==> config.mk <==
export PLATFORM = sky130hd
export DESIGN_NAME = pe_rs
export DESIGN_NICKNAME = d
export VERILOG_FILES = /design/src/rtl/pe_rs.sv
export SDC_FILE = /design/constraint.sdc
export NUM_CORES = 1
export LEC_CHECK = 0
export CAP_MARGIN = 25
export CORE_ASPECT_RATIO = 1.2
export CORE_MARGIN = 10
export CORE_UTILIZATION = 30
export DETAILED_ROUTE_END_ITERATION = 12
export GPL_TIMING_DRIVEN = 1
export PLACE_DENSITY = 0.48
export SLEW_MARGIN = 20
export SYNTH_ARGS = -nofsm -noshare
export SYNTH_HDL_FRONTEND = slang
export SYNTH_SLANG_ARGS = --single-unit
export TNS_END_PERCENT = 20
==> constraint.sdc <==
create_clock -name clk -period 31.9 [get_ports clk]
set_clock_uncertainty 0.2 [all_clocks]
set_input_delay 4.785 -clock clk [delete_from_list [all_inputs] [get_ports clk]]
set_output_delay 4.785 -clock clk [all_outputs]
set_load 0.01 [all_outputs]
==> src/rtl/pe_rs.sv <==
// Row-stationary processing element: loads a filter row once, then produces
// cfg_windows partial sums of ifmap*filter dot products, optionally adding the lower PE's psum.
module pe_rs #(
  parameter int BITWIDTH     = 16,
  parameter int FILTER_DEPTH = 8,
  parameter int WIN_W        = 8,
  parameter int SATURATE     = 1,
  parameter int LEN_W        = $clog2(FILTER_DEPTH) + 1,
  parameter int ACC_W        = 2*BITWIDTH + LEN_W + 1
) (
  input  logic                       clk,
  input  logic                       rstb,
  input  logic                       start,
  input  logic [LEN_W-1:0]           cfg_len,
  input  logic [WIN_W-1:0]           cfg_windows,
  input  logic                       cfg_acc_psum,
  output logic                       busy,
  output logic                       done,
  output logic                       cfg_err,
  input  logic                       filter_valid,
  output logic                       filter_ready,
  input  logic signed [BITWIDTH-1:0] filter,
  input  logic                       ifmap_valid,
  output logic                       ifmap_ready,
  input  logic signed [BITWIDTH-1:0] ifmap,
  input  logic                       psum_in_valid,
  output logic                       psum_in_ready,
  input  logic signed [BITWIDTH-1:0] input_psum,
  output logic                       psum_out_valid,
  input  logic                       psum_out_ready,
  output logic signed [BITWIDTH-1:0] output_psum
);

  localparam int IDX_W = (FILTER_DEPTH > 1) ? $clog2(FILTER_DEPTH) : 1;
  localparam logic [LEN_W-1:0] DEPTH_L = LEN_W'(FILTER_DEPTH);
  localparam logic signed [ACC_W-1:0] MAXV = {{(ACC_W-BITWIDTH+1){1'b0}}, {(BITWIDTH-1){1'b1}}};
  localparam logic signed [ACC_W-1:0] MINV = {{(ACC_W-BITWIDTH+1){1'b1}}, {(BITWIDTH-1){1'b0}}};

  typedef enum logic [2:0] {IDLE, LOAD, MAC, PSUM, OUT} state_t;

  state_t                      state;
  logic [LEN_W-1:0]            len_q;
  logic [LEN_W-1:0]            idx;
  logic [WIN_W-1:0]            win_q;
  logic [WIN_W-1:0]            win_cnt;
  logic [WIN_W-1:0]            win_nxt;
  logic                        acc_psum_q;
  logic signed [ACC_W-1:0]     acc;
  logic signed [ACC_W-1:0]     acc_mac;
  logic signed [ACC_W-1:0]     acc_sum;
  logic signed [2*BITWIDTH-1:0] prod;
  logic                        last_idx;
  logic                        cfg_bad;
  logic signed [BITWIDTH-1:0]  fmem [FILTER_DEPTH];

  function automatic logic signed [BITWIDTH-1:0] shape(input logic signed [ACC_W-1:0] a);
    if (SATURATE == 0) return a[BITWIDTH-1:0];
    if (a > MAXV)      return {1'b0, {(BITWIDTH-1){1'b1}}};
    if (a < MINV)      return {1'b1, {(BITWIDTH-1){1'b0}}};
    return a[BITWIDTH-1:0];
  endfunction

  always_comb begin
    prod     = ifmap * fmem[idx[IDX_W-1:0]];
    acc_mac  = ((idx == '0) ? '0 : acc) + {{(ACC_W-2*BITWIDTH){prod[2*BITWIDTH-1]}}, prod};
    acc_sum  = acc + {{(ACC_W-BITWIDTH){input_psum[BITWIDTH-1]}}, input_psum};
    last_idx = (idx == len_q - LEN_W'(1));
    win_nxt  = win_cnt + WIN_W'(1);
    cfg_bad  = (cfg_len == '0) || (cfg_len > DEPTH_L) || (cfg_windows == '0);
  end

  // Scratchpad has no reset: its contents are meaningless until the next LOAD.
  always_ff @(posedge clk) begin
    if (state == LOAD && filter_valid && filter_ready)
      fmem[idx[IDX_W-1:0]] <= filter;
  end

  always_ff @(posedge clk) begin
    if (!rstb) begin
      state          <= IDLE;
      len_q          <= '0;
      win_q          <= '0;
      acc_psum_q     <= 1'b0;
      idx            <= '0;
      win_cnt        <= '0;
      acc            <= '0;
      busy           <= 1'b0;
      done           <= 1'b0;
      cfg_err        <= 1'b0;
      filter_ready   <= 1'b0;
      ifmap_ready    <= 1'b0;
      psum_in_ready  <= 1'b0;
      psum_out_valid <= 1'b0;
      output_psum    <= '0;
    end else begin
      done    <= 1'b0;
      cfg_err <= 1'b0;
      case (state)
        IDLE: begin
          if (start) begin
            if (cfg_bad) begin
              cfg_err <= 1'b1;
            end else begin
              len_q        <= cfg_len;
              win_q        <= cfg_windows;
              acc_psum_q   <= cfg_acc_psum;
              idx          <= '0;
              win_cnt      <= '0;
              busy         <= 1'b1;
              filter_ready <= 1'b1;
              state        <= LOAD;
            end
          end
        end
        LOAD: begin
          if (filter_valid && filter_ready) begin
            if (last_idx) begin
              idx          <= '0;
              filter_ready <= 1'b0;
              ifmap_ready  <= 1'b1;
              state        <= MAC;
            end else begin
              idx <= idx + LEN_W'(1);
            end
          end
        end
        MAC: begin
          if (ifmap_valid && ifmap_ready) begin
            acc <= acc_mac;
            if (last_idx) begin
              idx         <= '0;
              ifmap_ready <= 1'b0;
              if (acc_psum_q) begin
                psum_in_ready <= 1'b1;
                state         <= PSUM;
              end else begin
                psum_out_valid <= 1'b1;
                output_psum    <= shape(acc_mac);
                state          <= OUT;
              end
            end else begin
              idx <= idx + LEN_W'(1);
            end
          end
        end
        PSUM: begin
          if (psum_in_valid && psum_in_ready) begin
            acc            <= acc_sum;
            psum_in_ready  <= 1'b0;
            psum_out_valid <= 1'b1;
            output_psum    <= shape(acc_sum);
            state          <= OUT;
          end
        end
        OUT: begin
          if (psum_out_ready) begin
            psum_out_valid <= 1'b0;
            win_cnt        <= win_nxt;
            if (win_nxt == win_q) begin
              done  <= 1'b1;
              busy  <= 1'b0;
              state <= IDLE;
            end else begin
              ifmap_ready <= 1'b1;
              state       <= MAC;
            end
          end
        end
        default: state <= IDLE;
      endcase
    end
  end

endmodule

### Word-level counts from Yosys, hierarchy flattened

Memories as Yosys holds them, arrays and structs flattened. A register that Yosys moved wholly into a read port is not among the register bits.
Index checks and enable logic that the tools add are counted.

| operators by class | value |
|---|---|
| add/subtract/negate cells | 5 |
| multipliers | 1 |
| magnitude comparators | 5 |
| eq/ne operators | 18 |
| muxes and demuxes | 91 |
| bitwise logic cells | 1 |
| reductions and logical operators | 30 |

Operators with widths:

| kind | count |
|---|---|
| $mux W16 | 12 |
| $mux W37 | 3 |
| $add A37 B37 Y37 | 2 |
| $gt A37 B16 Y1 const B | 2 |
| $lt A37 B16 Y1 const B | 2 |
| $pmux W37 S2 | 1 |
| $mux W1 | 46 |
| $mux W3 | 11 |
| $mul A16 B16 Y32 | 1 |
| $pmux W16 S2 | 1 |
| $reduce_and A5 Y1 | 5 |
| $mux W8 | 3 |
| $ne A2 B2 Y1 const B | 11 |
| $mux W4 | 5 |
| $pmux W8 S2 | 1 |
| $pmux W3 S5 | 1 |
| $pmux W4 S3 | 1 |
| $reduce_and A3 Y1 | 4 |
| $reduce_bool A3 Y1 | 3 |
| $add A8 B1 Y8 const B | 1 |
| $eq A8 B8 Y1 | 1 |
| $logic_not A4 Y1 | 2 |
| $logic_not A8 Y1 | 1 |
| $reduce_and A8 Y1 | 1 |
| other kinds (19) | 30 |

| word-level totals | value |
|---|---|
| flip-flop bits (word level) | 88 |
| bits in writable memories | 128 |
| input port bits | 68 |
| output and inout port bits | 23 |
| logic and storage cells | 167 |
| memories kept | 1 |

Memory list:

| memory | words | width | read ports | clocked after Yosys merged registers in | wr ports | RTL line | text |
|---|---|---|---|---|---|---|---|
| fmem | 8 | 16 | 1 | 1 | 1 | 54 | `logic signed [BITWIDTH-1:0] fmem [FILTER_DEPTH];` |

### Longest topological paths before layout

Gate-level depths: netlist of the first run.

| depth | value |
|---|---|
| depth after elaboration | 22 |
| gate-level depth with buffers | 43 |
| gate-level depth less buffers | 39 |

### Worst setup path before layout of the first run

OpenSTA, ideal clock, no wires.

| timing | value |
|---|---|
| path kind | input -> register |
| start | in ifmap[4] |
| end | reg output_psum[10] |
| library setup time | 124 ps |
| arrival | 12874 ps |
| data required time | 31576 ps |
| path slack | 18702 ps |
| stages on the path | 34 |
| buffers on the path | 2 |
| path through | clkbuf_1 > nand2_1 > fa_1 > inv_1 > fa_1 > fa_1 > fa_1 > fa_1 > inv_1 > fa_1 > inv_1 > ha_1 > a21o_1 > a21o_1 > a21oi_1 > o21ai_0 > a31o_2 > a21o_1 > a21oi_1 > xnor2_1 > ha_1 > a21o_1 > a21o_1 > a21oi_1 > nand2b_1 > or2_2 > o311ai_0 > a21oi_1 > o31a_1 > nor4_1 > nand4b_1 > a22oi_4 > buf_6 > a31oi_1 |

| between the ends | value |
|---|---|
| word-level cells in the longest chain between the ends | 16 |
| elaborated cells between the ends (all ways) | 24 |
| classes of those cells | add/sub (1); mul (1); order compare (2); mux (20) |

Ends and longest elaborated chain:

| what | RTL line | text |
|---|---|---|
| from (decl) | 25 | `input logic signed [BITWIDTH-1:0] ifmap,` |
| $mul A16 B16 Y32 (*) | 64 | `prod = ifmap * fmem[idx[IDX_W-1:0]];` |
| $add A37 B37 Y37 (*) | 65 | `acc_mac = ((idx == '0) ? '0 : acc) + {{(ACC_W-2*BITWIDTH){prod[2*BITWIDTH-1]}}, prod};` |
| $lt A37 B16 Y1 | 59 | `if (a < MINV) return {1'b1, {(BITWIDTH-1){1'b0}}};` |
| $mux W1 (2 in series) | 59 |  |
| $mux W1 | 133 | `if (acc_psum_q) begin` |
| $mux W1 | 130 | `if (last_idx) begin` |
| $mux W1 | 128 | `if (ifmap_valid && ifmap_ready) begin` |
| $mux W1 | 98 | `case (state)` |
| $mux W1 | 79 | `if (!rstb) begin` |
| $mux W16 | 60 | `return a[BITWIDTH-1:0];` |
| $mux W16 (*) | 59 |  |
| $mux W16 (*) | 133 |  |
| $mux W16 (*) | 130 |  |
| $mux W16 (*) | 128 |  |
| $pmux W16 S2 (*) | 98 |  |
| to (signal assigned) | 138 | `output_psum <= shape(acc_mac);` |
| to (signal assigned) | 151 | `output_psum <= shape(acc_sum);` |
| to (decl) | 31 | `output logic signed [BITWIDTH-1:0] output_psum` |

Every way passes the cells marked *; elsewhere a longest branch is shown, timed or not. The select of a mux whose other input is x is not followed.
A chain may end at the register's enable or synchronous reset.

### Worst setup path after layout of the first run

| timing | value |
|---|---|
| start | in ifmap[10] |
| end | reg output_psum[9] |

The elaborated chain is that of the path after synthesis.

==> metrics.csv, run 1 <==
stage,metric,value,unit
status,status,"finished, final reports clean",
grt,All-Layer GR Usage,14.6,%
sta,Final Hold Vio Count,0,
hold_path,HP Class,reg2reg,
logic_synthesis,post-synthesis cell count,2502,
clock_tree,CTS clock-pin slew for the worst setup and hold paths,0.06,ns
logic_synthesis,Area contributors post-synth,"fa_1 23%, edfxtp_1 16%, ha_1 8.4%",
setup_path,CP most frequent cell,fa_1,
clock_tree,CTS Sinks,219,
setup_path,Max stage delay on crit path,0.78,ns
logic_synthesis,syn avg cell area,9.35,sq um
die,core footprint,77600,sq um
setup_path,"Largest delay share family, worst path",compound AO/OA/AOI/OAI gates,
route,Met3 Wirelength,2370,microns
setup_path,Worst setup EP type,flop,
logic_synthesis,Seq cells post-synth,219,
die,row cnt,112,
place,DPL Wire Length,50800,microns
finish,final net count,3047,
die,chip width,275,microns
sta,unrepaired setup endpoints after global routing,false,
die,die height,326,microns
run,max-cap viol count,0,
sta,Slew @ Worst Pin,1.03,ns
setup_path,worst endpoint required time,32.09,ns
finish,share of cells above drive strength 1,5.56,%
clock_tree,Post CTS Setup Buffer Count,0,
setup_path,CP Max Fanout,16,
clock_tree,root buf cell,clkbuf_16,
logic_synthesis,Yosys warning count,0,
route,final WL,64600,microns
grt,initial antenna violation count,0,
route,Via density,4.92,
logic_synthesis,post-synthesis net count,2992,
setup_path,Crit Path Category,in2reg,
die,Initial Utilization,30.1,%
finish,area delta synth->final,12.4,%
route,met2 wire len,31400,microns
logic_synthesis,post-synthesis sequential area ratio,24.2,%
route,Metal-1 WL,29500,microns
logic_synthesis,"EDFF count, synth",128,
sta,Sum Neg Setup Slack,0,ns
die,IO Pins,91,
sta,share of the clock period used by the worst path,46.2,%
grt,vias in the first global route,19000,
setup_path,startpoint types,input pin,
place,Final Wtd Congestion,0.832,
setup_path,r2r setup slk,20.36,ns
grt,first-pass GRT wire length,106000,microns
sta,Tmin final,14.74,ns
sta,Max Freq,67.9,MHz
clock_tree,Clock Tree Buf Depth,3,
setup_path,CP max stage cell,clkdlybuf4s50_1,
sta,Max Slew Vio Count,0,
route,vias,17700,
logic_synthesis,Netlist cell types,73,
clock_tree,# resized after CTS,0,
route,initial drt markers,936,
clock_tree,TritonCTS clock tree,built,
route,DRT antenna net count,0,
logic_synthesis,top cell type's share of synthesized area,22.6,%
place,Port Buffer Count,90,
route,WL/cell,17.9,microns
clock_tree,htree depth,1,
clock_tree,Worst-Skew Late Latency,0.54,ns
route,DRC,0,
logic_synthesis,fraction of registers with async set/reset,0,%
die,die area,89600,sq um
route,drt first pass iters,5,
logic_synthesis,Post-Syn Area,23400,sq um
logic_synthesis,top_reg_cell synth,edfxtp_1,
clock_tree,Num CTS Buffers,25,
finish,ant diodes,0,
sta,max_slew headroom,31.0,%
setup_path,Buffers & Inverters on Critical Path,5,
setup_path,WP data arrival,14.92,ns
clock_tree,hold buffers post-CTS,0,
finish,Filler Cell Count,8067,
grt,GRT overflow,0,
route,uppermost layer routed,met4,
logic_synthesis,largest area contributor in the netlist,fa_1,
sta,final setup fails,0,
grt,largest net degree at the start of global routing,55,
final cells by class:
type	instances	area, sq um	area share, %
flip-flops and latches	219	5670	21.5
repair buffers	123	1160	4.40
multi-input cells	1845	16100	61.3
inverters	343	1290	4.90
well taps	1026	1280	4.88
clock buffers	33	696	2.65
clock inverters	11	100	0.381
metal layers:
| layer | track usage, % | vias up |
|---|---|---|
| met5 | 0 | - |
| met4 | 3.02 | 0 |
| met3 | 1.64 | 59 |
| met2 | 25.0 | 319 |
| met1 | 19.5 | 8793 |
| li1 | - | 8549 |
synth_stat cells, drive strengths merged (12+ instances only):
| library cell | count |
|---|---|
| a211oi | 27 |
| a21o | 33 |
| a21oi | 151 |
| a311oi | 13 |
| a31oi | 39 |
| and2 | 57 |
| and3 | 14 |
| clkbuf | 85 |
| dfxtp | 91 |
| edfxtp | 128 |
| fa | 264 |
| ha | 158 |
| inv | 342 |
| mux2i | 12 |
| mux4 | 32 |
| nand2 | 234 |
| nand2b | 37 |
| nand3 | 47 |
| nand4 | 16 |
| nor2 | 156 |
| nor2b | 126 |
| nor3 | 42 |
| o211ai | 17 |
| o21a | 17 |
| o21ai | 92 |
| or2 | 14 |
| or3 | 12 |
| xnor2 | 85 |
| xor2 | 35 |
worst register-to-register path, delay by kind of cell, from the launching register on:
kind | cells | cell delay [ns]
muxes | 2 | 1.08
and+or+nand+nor | 4 | 0.76
DFF | 1 | 0.31
adders and majority gates | 8 | 3.72
buffers and inverters | 6 | 0.85
xor gates and xnor gates | 1 | 0.09
AOI/OAI and AO/OA | 16 | 4.37
metrics by stage:
stage / area, sq um / instances / worst slack, ns / util (%) / hold WS (ns)
global route: 26300 / 3600 / 16.52 / 33.9 / 0.292
finish: 26300 / 3600 / 17.16 / 33.9 / 0.269
global placement: 25500 / 3555 / 16.82 / 32.8 / 0.262
floorplan: 23400 / 2502 / 18.70 / - / 0.244
detailed placement: 25500 / 3555 / 16.66 / 32.8 / 0.264
CTS: 26300 / 3599 / 17.15 / 33.9 / 0.272
state kept, by name, indices dropped and copies added, names as in the netlist, 3 cells and up, named ones only:
| name | cells |
|---|---|
| win_q | 8 |
| fmem | 128 |
| state | 3 |
| acc | 37 |
| output_psum | 16 |
| win_cnt | 8 |
| len_q | 4 |
| idx | 4 |
cell usage in the layout, fill, tap and decap left out, drive strengths merged, types with 17 or more instances in the layout:
cell           synthesis  layout
xor2                  35      35
nor2b                126     126
nor2                 156     156
a31oi                 39      39
edfxtp               128     128
clkbuf                85      33
o211ai                17      17
clkdlybuf4s50          0      90
o21a                  17      17
nor3                  42      42
a21oi                151     151
mux4                  32      32
xnor2                 85      85
a211oi                27      27
a21o                  33      33
and2                  57      57
buf                   10      33
nand2b                37      37
nand3                 47      47
fa                   264     264
nand2                234     234
inv                  342     344
ha                   158     158
o21ai                 92      92
dfxtp                 91      91
path summary, 6_finish.rpt:
check                           depth (start not counted)                           to                   from
worst max register to register                         37  output_psum[9]$_SDFFE_PN0P_                   flop
worst min-delay path                                    2        win_q[2]$_SDFFE_PN0P_  win_q[2]$_SDFFE_PN0P_
worst min register to register                          2        win_q[2]$_SDFFE_PN0P_  win_q[2]$_SDFFE_PN0P_
worst max-delay path                                   34  output_psum[9]$_SDFFE_PN0P_              ifmap[10]
cells by family after synthesis:
| group | Yosys count | synth area share (%) |
|---|---|---|
| and+or+nand+nor | 793 | 16.8 |
| AOI/OAI and AO/OA | 457 | 12.4 |
| buffers and inverters | 438 | 7.08 |
| adders and majority gates | 422 | 31.0 |
| DFF | 219 | 24.2 |
| xor gates and xnor gates | 120 | 4.49 |
| muxes | 53 | 4.03 |
Power of run 1 is not shown: default switching activity piles up to over one toggle a cycle in this logic, so the estimate is an artifact.
==> inputs of run 2 (changes only) <==
PLACE_DENSITY = 0.5   (was 0.48)
clock period = 13.4 ns   (was 31.9 ns; I/O delays follow)
==> metrics.csv, run 2 (synthesized netlist as in run 1, its figures left out) <==
stage,metric,value,unit
grt,vias in the first global route,19000,
clock_tree,Post CTS Setup Buffer Count,0,
sta,Max Freq,83.7,MHz
sta,Slew @ Worst Pin,1.00,ns
die,core footprint,77600,sq um
die,die height,326,microns
setup_path,WP data arrival,12.14,ns
route,Via density,4.94,
clock_tree,CTS Sinks,219,
setup_path,CP Max Fanout,16,
sta,Max Slew Vio Count,0,
finish,"most common cell after layout, fill and taps aside",inv_1,
clock_tree,CTS clock-pin slew for the worst setup and hold paths,0.06,ns
sta,max_slew headroom,31.2,%
clock_tree,Num CTS Buffers,25,
grt,first-pass GRT wire length,106000,microns
run,max-cap viol count,0,
route,vias,17800,
setup_path,Max stage delay on crit path,0.97,ns
die,Initial Utilization,30.1,%
finish,share of cells above drive strength 1,5.74,%
sta,final setup fails,0,
clock_tree,htree depth,1,
clock_tree,hold buffers post-CTS,0,
place,DPL Wire Length,51500,microns
clock_tree,root buf cell,clkbuf_16,
clock_tree,Worst-Skew Late Latency,0.54,ns
route,WL/cell,17.9,microns
sta,Sum Neg Setup Slack,0,ns
finish,"commonest non-fill, non-tap cells in the layout","342 x inv_1, 264 x fa_1, 233 x nand2_1, 158 x ha_1, 156 x nor2_1",
hold_path,HP Class,reg2reg,
setup_path,startpoint types,input pin,
die,IO Pins,91,
finish,area delta synth->final,12.6,%
setup_path,CP max stage cell,clkdlybuf4s50_1,
setup_path,Worst setup EP type,flop,
route,DRC,0,
sta,Final Hold Vio Count,0,
finish,Filler Cell Count,8027,
status,status,"finished, final reports clean",
sta,unrepaired setup endpoints after global routing,false,
clock_tree,# resized after CTS,0,
route,final WL,64700,microns
route,drt first pass iters,5,
grt,largest net degree at the start of global routing,55,
route,DRT antenna net count,0,
finish,final net count,3053,
setup_path,Crit Path Category,in2reg,
setup_path,CP most frequent cell,fa_1,
clock_tree,TritonCTS clock tree,built,
clock_tree,Clock Tree Buf Depth,3,
setup_path,"Largest delay share family, worst path",compound AO/OA/AOI/OAI gates,
route,initial drt markers,1017,
die,die area,89600,sq um
grt,GRT overflow,0,
place,Final Wtd Congestion,0.864,
setup_path,worst endpoint required time,13.59,ns
setup_path,Buffers & Inverters on Critical Path,2,
setup_path,r2r setup slk,1.63,ns
sta,Tmin final,11.95,ns
sta,share of the clock period used by the worst path,89.2,%
place,Port Buffer Count,90,
finish,max reg flops,128,
grt,initial antenna violation count,1,
die,row cnt,112,
die,chip width,275,microns
grt,All-Layer GR Usage,14.6,%
-- run 2: per-layer routing --
metal	share of wire, %	vias to the layer above	wire length, microns	GRT usage, %
met4	1.5	0	965	2.60
li1	-	8547	-	-
met5	0	-	0	0
met2	50	349	32400	25.5
met1	45	8868	29000	19.5
met3	3.7	51	2370	1.39
-- run 2: stage by stage --
stage	hold slack [ns]	utilization (%)	cell area (sq um)	cells	setup slack, ns
floorplan	0.244	-	23400	2502	2.96
global placement	0.268	32.9	25500	3560	1.06
detailed placement	0.270	32.9	25500	3561	0.927
CTS	0.278	33.9	26300	3605	1.44
global route	0.300	33.9	26400	3607	0.761
finish	0.275	33.9	26400	3607	1.45
-- run 2: tightest hold or removal path, cell delays in order (launching register included) --
cell and delay, ns:
dfxtp_1 0.32, nand2_1 0.06, a21oi_1 0.05
-- run 2: path summary, 6_finish.rpt --
check / end / from / cells after the start
max reg2reg: output_psum[5]$_SDFFE_PN0P_ / flop / 36
min reg2reg: len_q[3]$_SDFFE_PN0P_ / len_q[3]$_SDFFE_PN0P_ / 2
max: output_psum[5]$_SDFFE_PN0P_ / ifmap[8] / 29
min: len_q[3]$_SDFFE_PN0P_ / len_q[3]$_SDFFE_PN0P_ / 2
-- run 2: final cells by class --
class	instances	area [sq um]	share of cell area, %
diodes	1	2.50	0.00950
clock buffers	32	662	2.51
clock inverters	12	131	0.499
inverters	343	1290	4.89
multi-input cells	1845	16100	61.2
flip-flops and latches	219	5670	21.5
well taps	1026	1280	4.87
repair buffers	129	1200	4.56
Power of run 2 is left out for the same reason.
==> inputs of run 3 (changes only) <==
CTS_BUF_LIST = sky130_fd_sc_hd__clkbuf_16   (was default)
==> metrics.csv, run 3 (synthesized netlist as in run 1, its figures left out) <==
stage,metric,value,unit
clock_tree,Num CTS Buffers,25,
die,Initial Utilization,30.1,%
route,DRT antenna net count,0,
sta,unrepaired setup endpoints after global routing,false,
setup_path,Max stage delay on crit path,0.85,ns
route,DRC,0,
grt,initial antenna violation count,1,
setup_path,WP data arrival,12.15,ns
setup_path,CP Max Fanout,16,
route,final WL,64800,microns
route,drt first pass iters,5,
setup_path,CP most frequent cell,fa_1,
sta,Slew @ Worst Pin,0.976,ns
die,die height,326,microns
sta,max_slew headroom,33.1,%
clock_tree,# resized after CTS,0,
setup_path,r2r setup slk,1.64,ns
sta,final setup fails,0,
grt,GRT overflow,0,
route,initial drt markers,988,
finish,"most common cell after layout, fill and taps aside",inv_1,
die,IO Pins,91,
setup_path,CP max stage cell,clkdlybuf4s50_1,
finish,max reg flops,128,
die,chip width,275,microns
sta,Max Slew Vio Count,0,
route,WL/cell,18.0,microns
place,Port Buffer Count,90,
clock_tree,CTS Sinks,219,
place,DPL Wire Length,51500,microns
sta,Sum Neg Setup Slack,0,ns
grt,vias in the first global route,19000,
sta,share of the clock period used by the worst path,89.3,%
clock_tree,CTS clock-pin slew for the worst setup and hold paths,0.06,ns
hold_path,Hold Crit Start,len_q[3]$_SDFFE_PN0P_,
route,Via density,4.93,
die,die area,89600,sq um
run,max-cap viol count,0,
setup_path,"Largest delay share family, worst path",compound AO/OA/AOI/OAI gates,
status,status,"finished, final reports clean",
clock_tree,TritonCTS clock tree,built,
setup_path,r2r endpoint,output_psum[5]$_SDFFE_PN0P_,
setup_path,worst r2r path cells,36,
hold_path,HP Class,reg2reg,
sta,Max Freq,83.6,MHz
clock_tree,Post CTS Setup Buffer Count,0,
finish,share of cells above drive strength 1,5.70,%
die,row cnt,112,
hold_path,hold depth,2,
route,vias,17800,
finish,area delta synth->final,12.6,%
clock_tree,hold buffers post-CTS,0,
grt,All-Layer GR Usage,14.6,%
clock_tree,htree depth,1,
setup_path,CP startpoint,ifmap[3],
clock_tree,Worst-Skew Late Latency,0.54,ns
setup_path,Worst setup EP type,flop,
clock_tree,Clock Tree Buf Depth,3,
sta,Final Hold Vio Count,0,
place,Final Wtd Congestion,0.864,
clock_tree,root buf cell,clkbuf_16,
finish,"commonest non-fill, non-tap cells in the layout","348 x inv_1, 264 x fa_1, 233 x nand2_1, 158 x ha_1, 156 x nor2_1",
setup_path,Crit Path Category,in2reg,
setup_path,Buffers & Inverters on Critical Path,5,
finish,final net count,3053,
hold_path,Hold EP,len_q[3]$_SDFFE_PN0P_,
grt,largest net degree at the start of global routing,55,
setup_path,startpoint types,input pin,
die,core footprint,77600,sq um
grt,first-pass GRT wire length,106000,microns
setup_path,worst endpoint required time,13.59,ns
sta,Tmin final,11.96,ns
run 3: changes by cell type in the layout (fill, tap and decap cells not counted):
cell | previous run | this run
clkbuf_1 | 6 | 0
inv_1 | 342 | 348
clkbuf_8 | 1 | 0
clkinv_1 | 3 | 4
run 3: worst max path at each step:
stage | to | slack (ns) | cells past startpoint
2_1_floorplan | output_psum[10]$_SDFFE_PN0P_ | 2.96 | 39
3_3_place_gp | output_psum[4]$_SDFFE_PN0P_ | 1.06 | 34
3_5_place_dp | output_psum[14]$_SDFFE_PN0P_ | 0.93 | 34
4_1_cts | output_psum[5]$_SDFFE_PN0P_ | 1.44 | 34
5_1_grt | output_psum[3]$_SDFFE_PN0P_ | 0.76 | 37
6_report | output_psum[5]$_SDFFE_PN0P_ | 1.44 | 34
run 3: cell type report:
class                           instances  area (sq um)
Inverter                              343          1290
Multi-Input combinational cell       1845         16100
Clock inverter                         19           158
Fill cell                            8029         51300
Timing Repair Buffer                  129          1200
Tap cell                             1026          1280
Clock buffer                           25           626
Sequential cell                       219          5670
Antenna cell                            1          2.50
run 3: layer usage:
layer	vias up	global-route usage (%)	part of all wire, %
li1	8542	-	-
met1	8856	19.5	45
met2	346	25.5	50
met3	54	1.39	3.5
met4	0	2.63	1.5
met5	-	0	0
run 3: worst register-to-register path: cells and delay by family, from the launching register on:
family	cells	cell delay [ns]
AO/OA/AOI/OAI	15	4.16
XOR/XNOR	1	0.09
adder cells (fa/ha/maj)	8	3.68
buffers and inverters	5	0.57
flip-flops	1	0.90
multiplexers	2	0.99
AND/OR/NAND/NOR	5	1.03
run 3: metrics by stage:
stage	utilization (%)	worst slack (ns)	area [sq um]	std cells	hold slack [ns]
2_1_floorplan	-	2.96	23400	2502	0.244
3_3_place_gp	32.9	1.06	25500	3560	0.268
3_5_place_dp	32.9	0.927	25500	3561	0.270
4_1_cts	33.9	1.44	26300	3605	0.278
5_1_grt	33.9	0.759	26300	3607	0.300
6_report	33.9	1.44	26300	3607	0.276
Power of run 3 is left out for the same reason.
